File: src/rtl/mrr_fifo.sv
// Memory read register with a DEPTH-entry FIFO between the memory port and the
// ALU/regfile; each word carries its own width/extension mode to the read side.
module mrr_fifo #(
  parameter int WIDTH = 20,
  parameter int DEPTH = 4,
  parameter int LW    = $clog2(DEPTH) + 1
) (
  input  logic             clk,
  input  logic             rst_n,
  input  logic             flush,
  input  logic             mem_valid,
  input  logic [WIDTH-1:0] mem_data,
  input  logic [1:0]       mem_mode,
  output logic             mem_ready,
  output logic             rd_valid,
  output logic [WIDTH-1:0] rd_data,
  input  logic             rd_ready,
  output logic [LW-1:0]    level,
  output logic [LW-1:0]    peak
);

  localparam int PW = $clog2(DEPTH);
  localparam int HW = WIDTH / 2;
  localparam logic [LW-1:0] LVL_FULL = LW'(DEPTH);

  logic [WIDTH-1:0] data_mem_q [DEPTH];
  logic [1:0]       mode_mem_q [DEPTH];

  logic [PW-1:0] rd_ptr_q, rd_ptr_d;
  logic [PW-1:0] wr_ptr_q, wr_ptr_d;
  logic [LW-1:0] level_q, level_d;
  logic [LW-1:0] peak_q, peak_d;

  logic full, empty, push, pop;
  logic [WIDTH-1:0] head_data;
  logic [1:0]       head_mode;
  logic [WIDTH-1:0] head_ext;

  assign full  = (level_q == LVL_FULL);
  assign empty = (level_q == '0);
  assign push  = mem_valid & ~full;
  assign pop   = rd_ready & ~empty;

  // Pointers wrap naturally at PW bits because DEPTH is a power of two.
  always_comb begin
    rd_ptr_d = rd_ptr_q;
    wr_ptr_d = wr_ptr_q;
    level_d  = level_q;
    if (flush) begin
      rd_ptr_d = '0;
      wr_ptr_d = '0;
      level_d  = '0;
    end else begin
      if (push) wr_ptr_d = wr_ptr_q + 1'b1;
      if (pop)  rd_ptr_d = rd_ptr_q + 1'b1;
      case ({push, pop})
        2'b10:   level_d = level_q + 1'b1;
        2'b01:   level_d = level_q - 1'b1;
        default: level_d = level_q;
      endcase
    end
  end

  always_comb begin
    if (flush)                 peak_d = '0;
    else if (level_d > peak_q) peak_d = level_d;
    else                       peak_d = peak_q;
  end

  always_ff @(posedge clk or negedge rst_n) begin
    if (!rst_n) begin
      rd_ptr_q <= '0;
      wr_ptr_q <= '0;
      level_q  <= '0;
      peak_q   <= '0;
    end else begin
      rd_ptr_q <= rd_ptr_d;
      wr_ptr_q <= wr_ptr_d;
      level_q  <= level_d;
      peak_q   <= peak_d;
    end
  end

  // Storage is not reset: an entry is only ever read after it has been written.
  always_ff @(posedge clk) begin
    if (push && !flush) begin
      data_mem_q[wr_ptr_q] <= mem_data;
      mode_mem_q[wr_ptr_q] <= mem_mode;
    end
  end

  assign head_data = data_mem_q[rd_ptr_q];
  assign head_mode = mode_mem_q[rd_ptr_q];

  always_comb begin
    case (head_mode)
      2'b01:   head_ext = {{(WIDTH-8){1'b0}}, head_data[7:0]};
      2'b10:   head_ext = {{(WIDTH-8){head_data[7]}}, head_data[7:0]};
      2'b11:   head_ext = {{(WIDTH-HW){head_data[HW-1]}}, head_data[HW-1:0]};
      default: head_ext = head_data;
    endcase
  end

  assign rd_data   = empty ? '0 : head_ext;
  assign rd_valid  = ~empty;
  assign mem_ready = ~full;
  assign level     = level_q;
  assign peak      = peak_q;

endmodule

File: config.mk
export PLATFORM = sky130hd
export DESIGN_NAME = mrr_fifo
export DESIGN_NICKNAME = d
export VERILOG_FILES = /design/src/rtl/mrr_fifo.sv
export SDC_FILE = /design/constraint.sdc
export NUM_CORES = 1
export LEC_CHECK = 0
export ABC_AREA = 0
export BUFFER_PORTS_ARGS = -buffer_cell sky130_fd_sc_hd__buf_2
export CORE_MARGIN = 5
export CORE_UTILIZATION = 60
export CTS_BUF_LIST = sky130_fd_sc_hd__clkbuf_4 sky130_fd_sc_hd__clkbuf_8
export CTS_CLUSTER_DIAMETER = 60
export DETAILED_ROUTE_END_ITERATION = 10
export PLACE_DENSITY = 0.8
export SYNTH_ARGS = -nofsm -noshare
export SYNTH_HDL_FRONTEND = slang
export SYNTH_SLANG_ARGS = --single-unit
File: constraint.sdc
create_clock -name clk -period 8.4 [get_ports clk]
set_input_delay 0.84 -clock clk [delete_from_list [all_inputs] [get_ports clk]]
set_output_delay 0.84 -clock clk [all_outputs]
set_load 0.01 [all_outputs]
---- After elaboration in Yosys (flattened, before gate mapping) ----
Memories as Yosys holds them, arrays and structs flattened.
Cells that the tools add are included.
operators by class
  bitwise operators ....................... 4
  eq/ne operators ......................... 6
  mux-type cells .......................... 12
  div/mod/pow operators ................... 0
  add/sub/neg operators ................... 4
  shift operators ......................... 0
  reductions and logical operators ........ 6
  multiply operators ...................... 0
  $lt $le $gt $ge ......................... 1
operators with widths
  kind                 count
  $pmux 20 s3          1
  $mux 20              1
  $mux 3               3
  $mux 2               4
  $eq 2x2->1 const B   3
  $pmux 3 s2           1
  $reduce_bool 2->1    3
  $add 2x1->2 const B  2
  $eq 2x1->1 const B   2
  $add 3x1->3 const B  1
  $eq 3x3->1 const B   1
  $gt 3x3->1           1
  $logic_not 3->1      1
  $sub 3x1->3 const B  1
  $and 1x1->1          2
  $mux 1               2
  $not 1->1            2
  $logic_and 1x1->1    1
  $logic_not 1->1      1
word-level totals
  bits in writable memories ............... 88
  memories ................................ 2
  input port bits ......................... 27
  register bits ........................... 10
  word-level logic and storage cells ...... 39
  memory bits (read-only) ................. 0
  bits in latches ......................... 0
  output and inout bits ................... 28
memories
  memory      depth  width  read ports  clocked after memory_dff  write ports  line  RTL
  data_mem_q  4      20     1           0                         1            26    logic [WIDTH-1:0] data_mem_q [DEPTH];
  mode_mem_q  4      2      1           0                         1            27    logic [1:0] mode_mem_q [DEPTH];

---- Longest topological paths before layout ----
Gate-level depths: netlist of run 1.
  word-level depth ........................ 9
  gate-level depth with buffers ........... 12
  mapped depth without buffers ............ 12

---- Least setup slack after synthesis of run 1 ----
No wires, ideal clock.
  path type ............................... reg2reg
  start point ............................. register level_q[0] (netlist: level[0])
  end point ............................... register peak_q[2] (netlist: peak[2])
  required time ........................... 8.275 ns
  buffers on the path ..................... 0
  clock period less this slack ............ 3.250 ns
  stages on the path, launching flop included .. 13
  slack ................................... 5.150 ns
  data arrival time ....................... 3.125 ns
  cells stage by stage .................... dfrtp_1 > nor3_1 > inv_1 > and2_1 > ha_1 > fa_1 > xnor2_1 > or3_1 > a21oi_1 > ha_1 > nand3_1 > o21a_1 > mux2_2
on the way
  cells in the longest elaborated chain, start to end .. 8
  elaborated cells on any way between the ends .. 16
RTL lines
  element                                                line    RTL
  from (decl)                                            31      logic [LW-1:0] level_q, level_d;
  from (signal assigned)                                 79      level_q <= level_d;
  $eq 3x3->1 or $logic_not 3->1 (tied branches)          39, 40
  $not 1->1 (on tied branches)                           41, 42
  $and 1x1->1 (on tied branches)                         41, 42
  $eq 2x1->1 or $eq 2x2->1 (tied branches)               56      case ({push, pop})
  $pmux 3 s2 (*)                                         56
  $mux 3 (*)                                             49      if (flush) begin
  via level_d[2]                                         31
  $gt 3x3->1 or $mux 3 (tied branches)                   66      else if (level_d > peak_q) peak_d = level_d;
  $reduce_bool 2->1 (no line) or $mux 3 (tied branches)  --
  to (signal assigned)                                   80      peak_q <= peak_d;
  to (decl)                                              32      logic [LW-1:0] peak_q, peak_d;
The timed path passes the listed nets; every way through them passes the cells marked *. The select of a mux whose other input is x is not followed.
A chain may end at the register's enable or synchronous reset.

---- Worst setup path after layout of run 1 ----
Same ends and word-level chain as after synthesis.

==> results_tabular.tex, run 1 <==
\begin{tabular}{lr}
\hline
Metric & Value \\
\hline
\multicolumn{2}{l}{\textbf{Run status}} \\
Run status & finished, final reports clean \\
\multicolumn{2}{l}{\textbf{Cells and area}} \\
Leading cell type in the layout, fill and taps excluded & sky130\_fd\_sc\_hd\_\_edfxtp\_1 \\
Diodes inserted & 0 \\
Area delta synth->final & 13.5\% \\
Multi-input gate area in the final layout & 1050 um\^{}2 \\
Seq. cell area & 2890 um\^{}2 \\
Share of layout cells above drive strength 1 & 35.3\% \\
Commonest cells after routing, fill and taps aside & sky130\_fd\_sc\_hd\_\_edfxtp\_1, sky130\_fd\_sc\_hd\_\_buf\_2, sky130\_fd\_sc\_hd\_\_mux4\_2 \\
Non-filler cells, final & 363 \\
Final-stage net count & 317 \\
Fillers & 410 \\
Final core occ & 70.8\% \\
\multicolumn{2}{l}{\textbf{STA}} \\
Final Critical Period & 3.92 ns \\
Setup Skew & 0.00777 ns \\
Max Slew Vio Count & 0 \\
Summed negative setup slack over all endpoints & 0 ns \\
Hold violation total from the final report & 0 \\
Actual transition at the worst max-transition pin & 1.06 ns \\
Final worst hold slack & 0.337 ns \\
Setup violations, final & 0 \\
Setup repair after global routing missed its margin & false \\
Highest attainable clock frequency & 0.255 GHz \\
Share of the cycle needed by the critical path after routing & 46.7\% \\
Worst slew margin relative to its limit & 29.3\% \\
\multicolumn{2}{l}{\textbf{GRT}} \\
Overall global routing resource usage & 18.2\% \\
Pin count of the biggest net entering global routing & 24 \\
Number of global-route vias before repair & 2268 \\
First-pass GRT wire length & 11500 um \\
Total grt overflow & 0 \\
Antenna violations before repair & 0 \\
\multicolumn{2}{l}{\textbf{Setup path}} \\
Critical path's slowest cell & sky130\_fd\_sc\_hd\_\_dfrtp\_1 \\
Max Fanout on Critical Path & 22 \\
Largest stage delay, worst path & 0.45 ns \\
Critical path endpoint category & register \\
Reg2Reg Setup Slack & 4.48 ns \\
Required @ worst endpoint & 8.64 ns \\
Worst reg2reg path endpoint & peak[2]\$\_DFFE\_PN0P\_ \\
Classification of the worst setup path & reg -> reg \\
Data arrival at the endpoint of the critical path & 4.16 ns \\
Crit Reg-Reg Startpoint & level[0]\$\_DFF\_PN0\_ \\
List of cells traversed by the critical path & nor3\_1, inv\_1, and2\_1, ha\_1, fa\_1, xnor2\_1, or3\_1, a21oi\_1, ha\_1, nand3\_1, o21a\_1, mux2\_2 \\
Worst-case reg-to-reg path depth & 12 \\
Most prevalent standard cell on the critical path & sky130\_fd\_sc\_hd\_\_ha\_1 \\
Startpoint class of the critical path & register \\
\multicolumn{2}{l}{\textbf{Pwr}} \\
Worst VDD drop & 181 uV \\
P\_leak & 1.67 nW \\
Total design power & 1.33 mW \\
Ratio of total power to cell area & 290 nW/um\^{}2 \\
\multicolumn{2}{l}{\textbf{Place}} \\
Sum of net half-perimeters after detailed placement & 4960 um \\
Number of buffers added on ports & 54 \\
Final RePlAce weighted congestion & 0.803 \\
Placed cell count & 347 \\
\multicolumn{2}{l}{\textbf{Routing}} \\
Via count of the routed design & 2115 \\
First DRT Iteration DRCs & 144 \\
Post-DR wirelength/cell & 19.9 um \\
Post-detailed-route DRC marker count & 0 \\
1st-pass router iterations & 4 \\
Final ANT Viol Nets & 0 \\
Final Routed Wirelength & 7230 um \\
Drt via density & 5.83 \\
\multicolumn{2}{l}{\textbf{Clocking}} \\
Setup repair bufs after CTS & 0 \\
TritonCTS clock tree & built \\
Register clock-pin slew on the reported worst setup and hold paths & 0.09 ns \\
Root buffer selected by CTS & sky130\_fd\_sc\_hd\_\_clkbuf\_8 \\
Longest Clk Path Bufs & 2 \\
H-tree lvl count & 3 \\
Clk sinks & 98 \\
Total CTS buffers & 9 \\
Clock insertion delay at the later pin of the skew report & 0.34 ns \\
Number of gates resized after CTS & 0 \\
Hold-fix buffers, CTS & 0 \\
\multicolumn{2}{l}{\textbf{Yosys}} \\
Syn nets & 256 \\
Part of the Yosys area used for sequential elements & 71.8\% \\
Yosys cell types & 33 \\
Post-synthesis area per instance & 18.3 um\^{}2 \\
Gate count of the mapped netlist & 220 \\
Async set or reset register ratio after synthesis & 10.2\% \\
Synthesized area & 4030 um\^{}2 \\
Commonest register cell after synthesis & sky130\_fd\_sc\_hd\_\_edfxtp\_1 \\
Synthesis Warnings & 0 \\
Number of flip-flops and latches in the synthesized netlist & 98 \\
Number of enable flip-flop cells after synthesis & 88 \\
\multicolumn{2}{l}{\textbf{Min path}} \\
Worst hold path type & in -> async \\
\multicolumn{2}{l}{\textbf{Floorplan}} \\
Initial standard-cell utilization of the core & 62.4\% \\
Total core area & 6460 um\^{}2 \\
Die area & 8460 um\^{}2 \\
Height of the chip & 92.0 um \\
Floorplan row count & 29 \\
Ports placed on the boundary & 55 \\
Horizontal extent of the die & 92.0 um \\
\multicolumn{2}{l}{\textbf{Job}} \\
Max-capacitance violation count & 0 \\
\hline
\end{tabular}
==> sequential cells by signal (all words and copies together), names as in the netlist <==
signal and flops:
data_mem_q 80, level 3, rd_ptr_q 2, peak 3, mode_mem_q 8, wr_ptr_q 2
==> worst max-delay path: cells and delay by family, from the launching register on <==
kind	cells	cell delay (ns)
adder cells (fa/ha/maj)	3	0.91
AND/OR/NAND/NOR	4	1.10
XOR/XNOR	1	0.15
AO/OA/AOI/OAI	2	0.45
flip-flops	1	0.45
buffers and inverters	1	0.41
multiplexers	1	0.35
==> synthesized netlist by cell type, types with 2 or more instances <==
cell type / instances / area, um^2
sky130_fd_sc_hd__dfrtp_1: 10 / 250
sky130_fd_sc_hd__o21a_1: 2 / 15.0
sky130_fd_sc_hd__and2_1: 13 / 81.3
sky130_fd_sc_hd__ha_1: 8 / 100
sky130_fd_sc_hd__nand2_1: 15 / 56.3
sky130_fd_sc_hd__inv_1: 8 / 30.0
sky130_fd_sc_hd__clkbuf_1: 3 / 11.3
sky130_fd_sc_hd__nand3_1: 3 / 15.0
sky130_fd_sc_hd__xnor2_1: 5 / 43.8
sky130_fd_sc_hd__mux4_2: 22 / 495
sky130_fd_sc_hd__a21oi_1: 4 / 20.0
sky130_fd_sc_hd__o21ai_1: 9 / 45.0
sky130_fd_sc_hd__edfxtp_1: 88 / 2640
sky130_fd_sc_hd__buf_2: 4 / 20.0
sky130_fd_sc_hd__nor2_1: 6 / 22.5
sky130_fd_sc_hd__buf_6: 2 / 22.5
sky130_fd_sc_hd__o31ai_1: 2 / 15.0
==> power breakdown <==
| part | switching (mW) | leakage [nW] | internal [mW] |
|---|---|---|---|
| clock | 0.145 | 0.0978 | 0.143 |
| combinational | 0.238 | 0.636 | 0.200 |
| sequential | 0.0326 | 0.934 | 0.569 |
| total | 0.416 | 1.67 | 0.913 |
==> how the worst max path moves through the flow <==
stage	slack, ns	depth (start not counted)	endpoint	from
6_report	4.48	12	peak[2]$_DFFE_PN0P_	level[0]$_DFF_PN0_
3_3_place_gp	4.62	12	peak[2]$_DFFE_PN0P_	level[0]$_DFF_PN0_
5_1_grt	4.28	12	peak[2]$_DFFE_PN0P_	level[0]$_DFF_PN0_
3_5_place_dp	4.49	12	peak[2]$_DFFE_PN0P_	level[0]$_DFF_PN0_
4_1_cts	4.49	12	peak[2]$_DFFE_PN0P_	level[0]$_DFF_PN0_
2_1_floorplan	5.15	12	peak[2]$_DFFE_PN0P_	level[0]$_DFF_PN0_
==> kinds of logic after synthesis <==
logic type / after synthesis / share of synthesized area, %
buffers and inverters: 17 / 2.08
adder cells (fa/ha/maj): 9 / 2.98
AO/OA/AOI/OAI: 21 / 3.10
AND/OR/NAND/NOR: 44 / 5.59
flip-flops: 98 / 71.8
XOR/XNOR: 6 / 1.30
multiplexers: 25 / 13.2
==> area by class of cell <==
class / count / area share [%]
tap: 77 / 2.11
clock inverter: 5 / 1.20
multi-input combinational: 105 / 23.1
timing repair buffer: 59 / 6.73
clock buffer: 11 / 3.04
sequential: 98 / 63.2
inverter: 8 / 0.656
==> stage by stage <==
stage | cell area, um^2 | setup WS [ns]
after detailed placement | 4380 | 4.49
final | 4580 | 4.48
after CTS | 4580 | 4.49
after floorplan | 4030 | 5.15
after global placement | 4380 | 4.62
after global routing | 4580 | 4.28
==> per-layer routing <==
metal / up-vias / GRT usage (%) / share of wire (%)
met2: 75 / 31.2 / 52
met4: 0 / 6.56 / 0.77
met1: 1065 / 23.1 / 41
met3: 5 / 4.09 / 5.9
li1: 970 / - / -
met5: - / 0 / 0
(Power assumes the default switching activity.)
==> inputs of run 2 (changes only) <==
--- a/config.mk
+++ b/config.mk
@@ -8,11 +8,11 @@
 export ABC_AREA = 0
 export BUFFER_PORTS_ARGS = -buffer_cell sky130_fd_sc_hd__buf_2
 export CORE_MARGIN = 5
-export CORE_UTILIZATION = 60
+export CORE_UTILIZATION = 53
 export CTS_BUF_LIST = sky130_fd_sc_hd__clkbuf_4 sky130_fd_sc_hd__clkbuf_8
 export CTS_CLUSTER_DIAMETER = 60
 export DETAILED_ROUTE_END_ITERATION = 10
-export PLACE_DENSITY = 0.8
+export PLACE_DENSITY = 0.74
 export SYNTH_ARGS = -nofsm -noshare
 export SYNTH_HDL_FRONTEND = slang
 export SYNTH_SLANG_ARGS = --single-unit
==> constraint.sdc (replaced) <==
create_clock -name clk -period 3.15 [get_ports clk]
set_input_delay 0.315 -clock clk [delete_from_list [all_inputs] [get_ports clk]]
set_output_delay 0.315 -clock clk [all_outputs]
set_load 0.01 [all_outputs]
==> results_tabular.tex, run 2 (same netlist as run 1, synthesis figures left out) <==
\begin{tabular}{lr}
\hline
Metric & Value \\
\hline
\multicolumn{2}{l}{\textbf{Min path}} \\
Worst hold path type & in -> reg \\
\multicolumn{2}{l}{\textbf{Routing}} \\
M1 wire length & 3370 um \\
Top Metal Used & met4 \\
Post-detailed-route DRC marker count & 0 \\
Final ANT Viol Nets & 0 \\
Drt via density & 5.37 \\
First DRT Iteration DRCs & 113 \\
1st-pass router iterations & 4 \\
Post-DR wirelength/cell & 18.7 um \\
Via count of the routed design & 2148 \\
Detailed route wirelength on metal3 & 318 um \\
Wire length on met2 & 3740 um \\
Final Routed Wirelength & 7490 um \\
\multicolumn{2}{l}{\textbf{Setup path}} \\
Critical path endpoint category & register \\
Classification of the worst setup path & reg -> reg \\
Max Fanout on Critical Path & 5 \\
Critical path's slowest cell & sky130\_fd\_sc\_hd\_\_dfrtp\_2 \\
Count of buffering cells on the critical path with inverters included & 1 \\
Largest stage delay, worst path & 0.45 ns \\
Reg2Reg Setup Slack & 0.02 ns \\
List of cells traversed by the critical path & nor3\_2, inv\_1, and2\_4, ha\_4, fa\_2, xnor2\_2, or3\_4, a21oi\_4, ha\_4, o21a\_1, o21a\_1, mux2\_2 \\
Required @ worst endpoint & 3.38 ns \\
Largest delay share family, worst path & adder cells \\
Startpoint class of the critical path & register \\
Data arrival at the endpoint of the critical path & 3.36 ns \\
\multicolumn{2}{l}{\textbf{Floorplan}} \\
Ports placed on the boundary & 55 \\
Horizontal extent of the die & 97.2 um \\
Total core area & 7330 um\^{}2 \\
Initial standard-cell utilization of the core & 55.0\% \\
Die area & 9450 um\^{}2 \\
Height of the chip & 97.2 um \\
Floorplan row count & 31 \\
\multicolumn{2}{l}{\textbf{STA}} \\
Final worst hold slack & 0.176 ns \\
Actual transition at the worst max-transition pin & 1.16 ns \\
Setup violations, final & 0 \\
Worst slew margin relative to its limit & 22.7\% \\
Highest attainable clock frequency & 0.320 GHz \\
Max Slew Vio Count & 0 \\
Worst setup slack after layout & 0.0217 ns \\
Share of the cycle needed by the critical path after routing & 99.3\% \\
Hold violation total from the final report & 0 \\
Final Critical Period & 3.13 ns \\
Setup Skew & 0.0144 ns \\
Setup repair after global routing missed its margin & true \\
\multicolumn{2}{l}{\textbf{Place}} \\
Number of buffers added on ports & 54 \\
Sum of net half-perimeters after detailed placement & 4790 um \\
Post-placement setup slack & -0.0542 ns \\
DP Area & 4460 um\^{}2 \\
Final RePlAce weighted congestion & 0.782 \\
\multicolumn{2}{l}{\textbf{Cells and area}} \\
Diodes inserted & 0 \\
Commonest cells after routing, fill and taps aside & sky130\_fd\_sc\_hd\_\_edfxtp\_1, sky130\_fd\_sc\_hd\_\_buf\_2, sky130\_fd\_sc\_hd\_\_mux4\_2 \\
Post-route cell area & 4820 um\^{}2 \\
Leading cell type in the layout, fill and taps excluded & sky130\_fd\_sc\_hd\_\_edfxtp\_1 \\
Share of layout cells above drive strength 1 & 42.2\% \\
Final-stage net count & 332 \\
Max FFs per register & 80 \\
Area delta synth->final & 19.5\% \\
Top reg by flops & data\_mem\_q \\
Fillers & 515 \\
Largest registers & data\_mem\_q (80), mode\_mem\_q (8) \\
\multicolumn{2}{l}{\textbf{Clocking}} \\
TritonCTS clock tree & built \\
Register clock-pin slew on the reported worst setup and hold paths & 0.09 ns \\
H-tree lvl count & 3 \\
Clock insertion delay at the later pin of the skew report & 0.35 ns \\
Root buffer selected by CTS & sky130\_fd\_sc\_hd\_\_clkbuf\_8 \\
Longest Clk Path Bufs & 2 \\
Total CTS buffers & 9 \\
Clk sinks & 98 \\
\multicolumn{2}{l}{\textbf{Pwr}} \\
Ratio of total power to cell area & 804 nW/um\^{}2 \\
Reg power frac & 41.0\% \\
P\_leak & 1.77 nW \\
Worst VDD drop & 414 uV \\
Fraction of power consumed by combinational cells & 36.6\% \\
Switch Pwr & 1.17 mW \\
Cell-internal power & 2.70 mW \\
Switching portion of total power & 30.2\% \\
Clk pwr share & 22.4\% \\
\multicolumn{2}{l}{\textbf{GRT}} \\
First-pass GRT wire length & 12000 um \\
Pin count of the biggest net entering global routing & 23 \\
Total grt overflow & 0 \\
Number of global-route vias before repair & 2293 \\
Overall global routing resource usage & 16.4\% \\
Antenna violations before repair & 0 \\
\multicolumn{2}{l}{\textbf{Run status}} \\
Run status & finished, final reports clean \\
\multicolumn{2}{l}{\textbf{Job}} \\
Max-capacitance violation count & 0 \\
\hline
\end{tabular}
-- run 2: changes by cell type in the layout (fill, tap and decap cells not counted), moves of 2 or more --
cell,change
sky130_fd_sc_hd__buf_4,+14
sky130_fd_sc_hd__clkbuf_4,+2
sky130_fd_sc_hd__ha_1,-2
sky130_fd_sc_hd__ha_4,+2
-- run 2: layout make-up --
class                   instances  area (um^2)  share of cell area [%]
clock buffers                  13          154                    3.19
clock inverters                 3         63.8                    1.32
inverters                       8         30.0                   0.623
multi-input cells             105         1130                    23.4
flip-flops and latches         98         2890                    60.1
well taps                      99          124                    2.57
repair buffers                 74          423                    8.78
-- run 2: stage by stage --
step	instances	utilization, %	TNS (ns)	power (mW)
floorplan	220	-	0	2.46
global placement	375	60.9	0	2.83
detailed placement	375	60.9	-0.0542	2.87
CTS	397	64.7	0	3.80
global route	400	65.7	-0.212	4.08
finish	400	65.7	0	3.87
-- run 2: what timing repair did --
| item | in CTS | in global routing |
|---|---|---|
| resized for setup | 4 | 9 |
| pin swaps | 3 | 9 |
| hold buffers | 1 | 0 |
| setup buffers | 5 | 3 |
| setup endpoints to repair | 1 | 3 |
| hold endpoints to repair | 10 | 0 |
-- run 2: worst paths after layout --
path	to	cells past startpoint	start
max in group asynchronous	rd_ptr_q[0]$_DFFE_PN0P_	2	rst_n
max	peak[2]$_DFFE_PN0P_	12	level[0]$_DFF_PN0_
min	data_mem_q[0][11]$_DFFE_PP_	1	mem_data[11]
max reg2reg	peak[2]$_DFFE_PN0P_	12	level[0]$_DFF_PN0_
min reg2reg	peak[0]$_DFFE_PN0P_	2	peak[0]$_DFFE_PN0P_
min in group asynchronous	level[1]$_DFF_PN0_	2	rst_n
-- run 2: power groups by stage --
| stage | combinational [mW] | sequential (mW) | clock [mW] |
|---|---|---|---|
| global placement | 1.22 | 1.61 | 0 |
| CTS | 1.33 | 1.59 | 0.883 |
| floorplan | 0.861 | 1.60 | 0 |
| finish | 1.42 | 1.59 | 0.869 |
| detailed placement | 1.25 | 1.62 | 0 |
| global route | 1.54 | 1.60 | 0.940 |
-- run 2: layer usage --
layer  global-route usage, %  vias to the layer above
met4                    6.07                        0
met3                    3.09                        8
met1                    22.0                     1089
met2                    27.0                       54
met5                       0                        -
li1                        -                      997
==> inputs of run 3 (changes only) <==
==> constraint.sdc (replaced) <==
create_clock -name clk -period 3.15 [get_ports clk]
set_input_delay 0.315 -clock clk [delete_from_list [all_inputs] [get_ports clk]]
set_output_delay 0.315 -clock clk [all_outputs]
set_load 0.005 [all_outputs]
==> results_tabular.tex, run 3 (same netlist as run 1, synthesis figures left out) <==
\begin{tabular}{lr}
\hline
Metric & Value \\
\hline
\multicolumn{2}{l}{\textbf{STA}} \\
Setup Skew & 0.0122 ns \\
Summed negative setup slack over all endpoints & 0 ns \\
Hold violation total from the final report & 0 \\
Setup repair after global routing missed its margin & true \\
Share of the cycle needed by the critical path after routing & 99.4\% \\
Setup violations, final & 0 \\
Highest attainable clock frequency & 0.319 GHz \\
Actual transition at the worst max-transition pin & 0.606 ns \\
Worst setup slack after layout & 0.0181 ns \\
Worst slew margin relative to its limit & 59.6\% \\
Max Slew Vio Count & 0 \\
Final Critical Period & 3.13 ns \\
\multicolumn{2}{l}{\textbf{Min path}} \\
Number of instances on the worst hold path & 1 \\
Worst hold path type & in -> reg \\
Startpoint of the tightest hold check path & mem\_data[17] \\
Sink of the worst hold path & data\_mem\_q[3][17]\$\_DFFE\_PP\_ \\
\multicolumn{2}{l}{\textbf{Place}} \\
Number of buffers added on ports & 54 \\
Post-placement setup slack & -0.102 ns \\
DP Area & 4490 um\^{}2 \\
Sum of net half-perimeters after detailed placement & 4800 um \\
Final RePlAce weighted congestion & 0.793 \\
\multicolumn{2}{l}{\textbf{Clocking}} \\
H-tree lvl count & 3 \\
Clock insertion delay at the later pin of the skew report & 0.35 ns \\
Longest Clk Path Bufs & 2 \\
Total CTS buffers & 9 \\
Register clock-pin slew on the reported worst setup and hold paths & 0.10 ns \\
Root buffer selected by CTS & sky130\_fd\_sc\_hd\_\_clkbuf\_8 \\
TritonCTS clock tree & built \\
Clk sinks & 98 \\
\multicolumn{2}{l}{\textbf{Cells and area}} \\
Max FFs per register & 80 \\
Leading cell type in the layout, fill and taps excluded & sky130\_fd\_sc\_hd\_\_edfxtp\_1 \\
Final-stage net count & 334 \\
Area delta synth->final & 18.3\% \\
Diodes inserted & 0 \\
Share of layout cells above drive strength 1 & 41.7\% \\
Post-route cell area & 4770 um\^{}2 \\
Top reg by flops & data\_mem\_q \\
Largest registers & data\_mem\_q (80), mode\_mem\_q (8) \\
Commonest cells after routing, fill and taps aside & sky130\_fd\_sc\_hd\_\_edfxtp\_1, sky130\_fd\_sc\_hd\_\_buf\_2, sky130\_fd\_sc\_hd\_\_mux4\_2 \\
\multicolumn{2}{l}{\textbf{Setup path}} \\
Count of buffering cells on the critical path with inverters included & 1 \\
Largest delay share family, worst path & adder cells \\
Crit Reg-Reg Startpoint & level[2]\$\_DFF\_PN0\_ \\
Worst reg2reg path endpoint & peak[2]\$\_DFFE\_PN0P\_ \\
Startpoint class of the critical path & register \\
Classification of the worst setup path & reg -> reg \\
Reg2Reg Setup Slack & 0.02 ns \\
Data arrival at the endpoint of the critical path & 3.36 ns \\
Largest stage delay, worst path & 0.42 ns \\
Critical path's slowest cell & sky130\_fd\_sc\_hd\_\_dfrtp\_1 \\
List of cells traversed by the critical path & buf\_4, or3b\_4, nand2\_4, ha\_4, fa\_1, xnor2\_1, or3\_1, a21oi\_2, ha\_4, o21a\_1, o21a\_1, mux2\_2 \\
Max Fanout on Critical Path & 4 \\
Worst-case reg-to-reg path depth & 12 \\
Required @ worst endpoint & 3.38 ns \\
Critical path endpoint category & register \\
\multicolumn{2}{l}{\textbf{Floorplan}} \\
Height of the chip & 97.2 um \\
Ports placed on the boundary & 55 \\
Total core area & 7330 um\^{}2 \\
Initial standard-cell utilization of the core & 55.0\% \\
Die area & 9450 um\^{}2 \\
Horizontal extent of the die & 97.2 um \\
Floorplan row count & 31 \\
\multicolumn{2}{l}{\textbf{GRT}} \\
Overall global routing resource usage & 16.2\% \\
Pin count of the biggest net entering global routing & 23 \\
First-pass GRT wire length & 11900 um \\
Number of global-route vias before repair & 2307 \\
Antenna violations before repair & 0 \\
Total grt overflow & 0 \\
\multicolumn{2}{l}{\textbf{Routing}} \\
Post-detailed-route DRC marker count & 0 \\
First DRT Iteration DRCs & 132 \\
Final ANT Viol Nets & 0 \\
Post-DR wirelength/cell & 18.9 um \\
Via count of the routed design & 2218 \\
1st-pass router iterations & 4 \\
Drt via density & 5.53 \\
Final Routed Wirelength & 7570 um \\
\multicolumn{2}{l}{\textbf{Run status}} \\
Run status & finished, final reports clean \\
\multicolumn{2}{l}{\textbf{Pwr}} \\
Worst VDD drop & 324 uV \\
Ratio of total power to cell area & 765 nW/um\^{}2 \\
P\_leak & 1.76 nW \\
\multicolumn{2}{l}{\textbf{Job}} \\
Max-capacitance violation count & 0 \\
\hline
\end{tabular}
run 3: cell count changes in the layout (fill, tap and decap cells not counted), sizes merged:
cell / before / now
clkinv: 1 / 5
bufinv: 2 / 0
buf: 73 / 75
clkbuf: 13 / 9
inv: 8 / 9
run 3: per-layer routing:
layer	track usage [%]	vias up	part of all wire [%]
met1	22.1	1147	43
li1	-	1009	-
met4	7.24	0	2.0
met2	26.0	51	51
met5	0	-	0
met3	2.66	11	3.7
run 3: cell type report:
cell class | instances | area [um^2]
clock buffers | 9 | 124
clock inverters | 6 | 43.8
flip-flops and latches | 98 | 2890
fillers | 522 | 2560
repair buffers | 76 | 438
multi-input cells | 105 | 1110
inverters | 8 | 30.0
well taps | 99 | 124
run 3: worst max path at each step:
| stage | depth (start not counted) | start | to |
|---|---|---|---|
| after detailed placement | 12 | level[1]$_DFF_PN0_ | peak[2]$_DFFE_PN0P_ |
| final | 12 | level[2]$_DFF_PN0_ | peak[2]$_DFFE_PN0P_ |
| after floorplan | 12 | level[0]$_DFF_PN0_ | peak[2]$_DFFE_PN0P_ |
| after global routing | 12 | level[0]$_DFF_PN0_ | peak[2]$_DFFE_PN0P_ |
| after CTS | 12 | level[2]$_DFF_PN0_ | peak[2]$_DFFE_PN0P_ |
| after global placement | 12 | level[1]$_DFF_PN0_ | peak[2]$_DFFE_PN0P_ |
run 3: timing repair:
item / 4_1_cts / 5_1_grt
hold endpoints to repair: 10 / 0
hold buffers: 1 / 0
cloned: 0 / 0
gates resized for setup: 2 / 10
buffers inserted: 1 / 5
endpoints found under the setup margin: 2 / 3
pin swaps: 1 / 8
run 3: through the flow:
stage / total power, mW / cells / hold WS, ns / utilization [%]
floorplan: 2.39 / 220 / 0.0194 / -
global placement: 2.80 / 379 / 0.188 / 61.2
detailed placement: 2.83 / 379 / 0.192 / 61.2
CTS: 3.54 / 396 / 0.163 / 63.8
global route: 3.87 / 401 / 0.156 / 65.0
finish: 3.65 / 401 / 0.178 / 65.0
run 3: power breakdown:
group	total [mW]	switching, mW	leakage [nW]	internal (mW)
clock	0.703	0.416	0.0907	0.287
combinational	1.35	0.644	0.735	0.704
sequential	1.59	0.0763	0.933	1.52
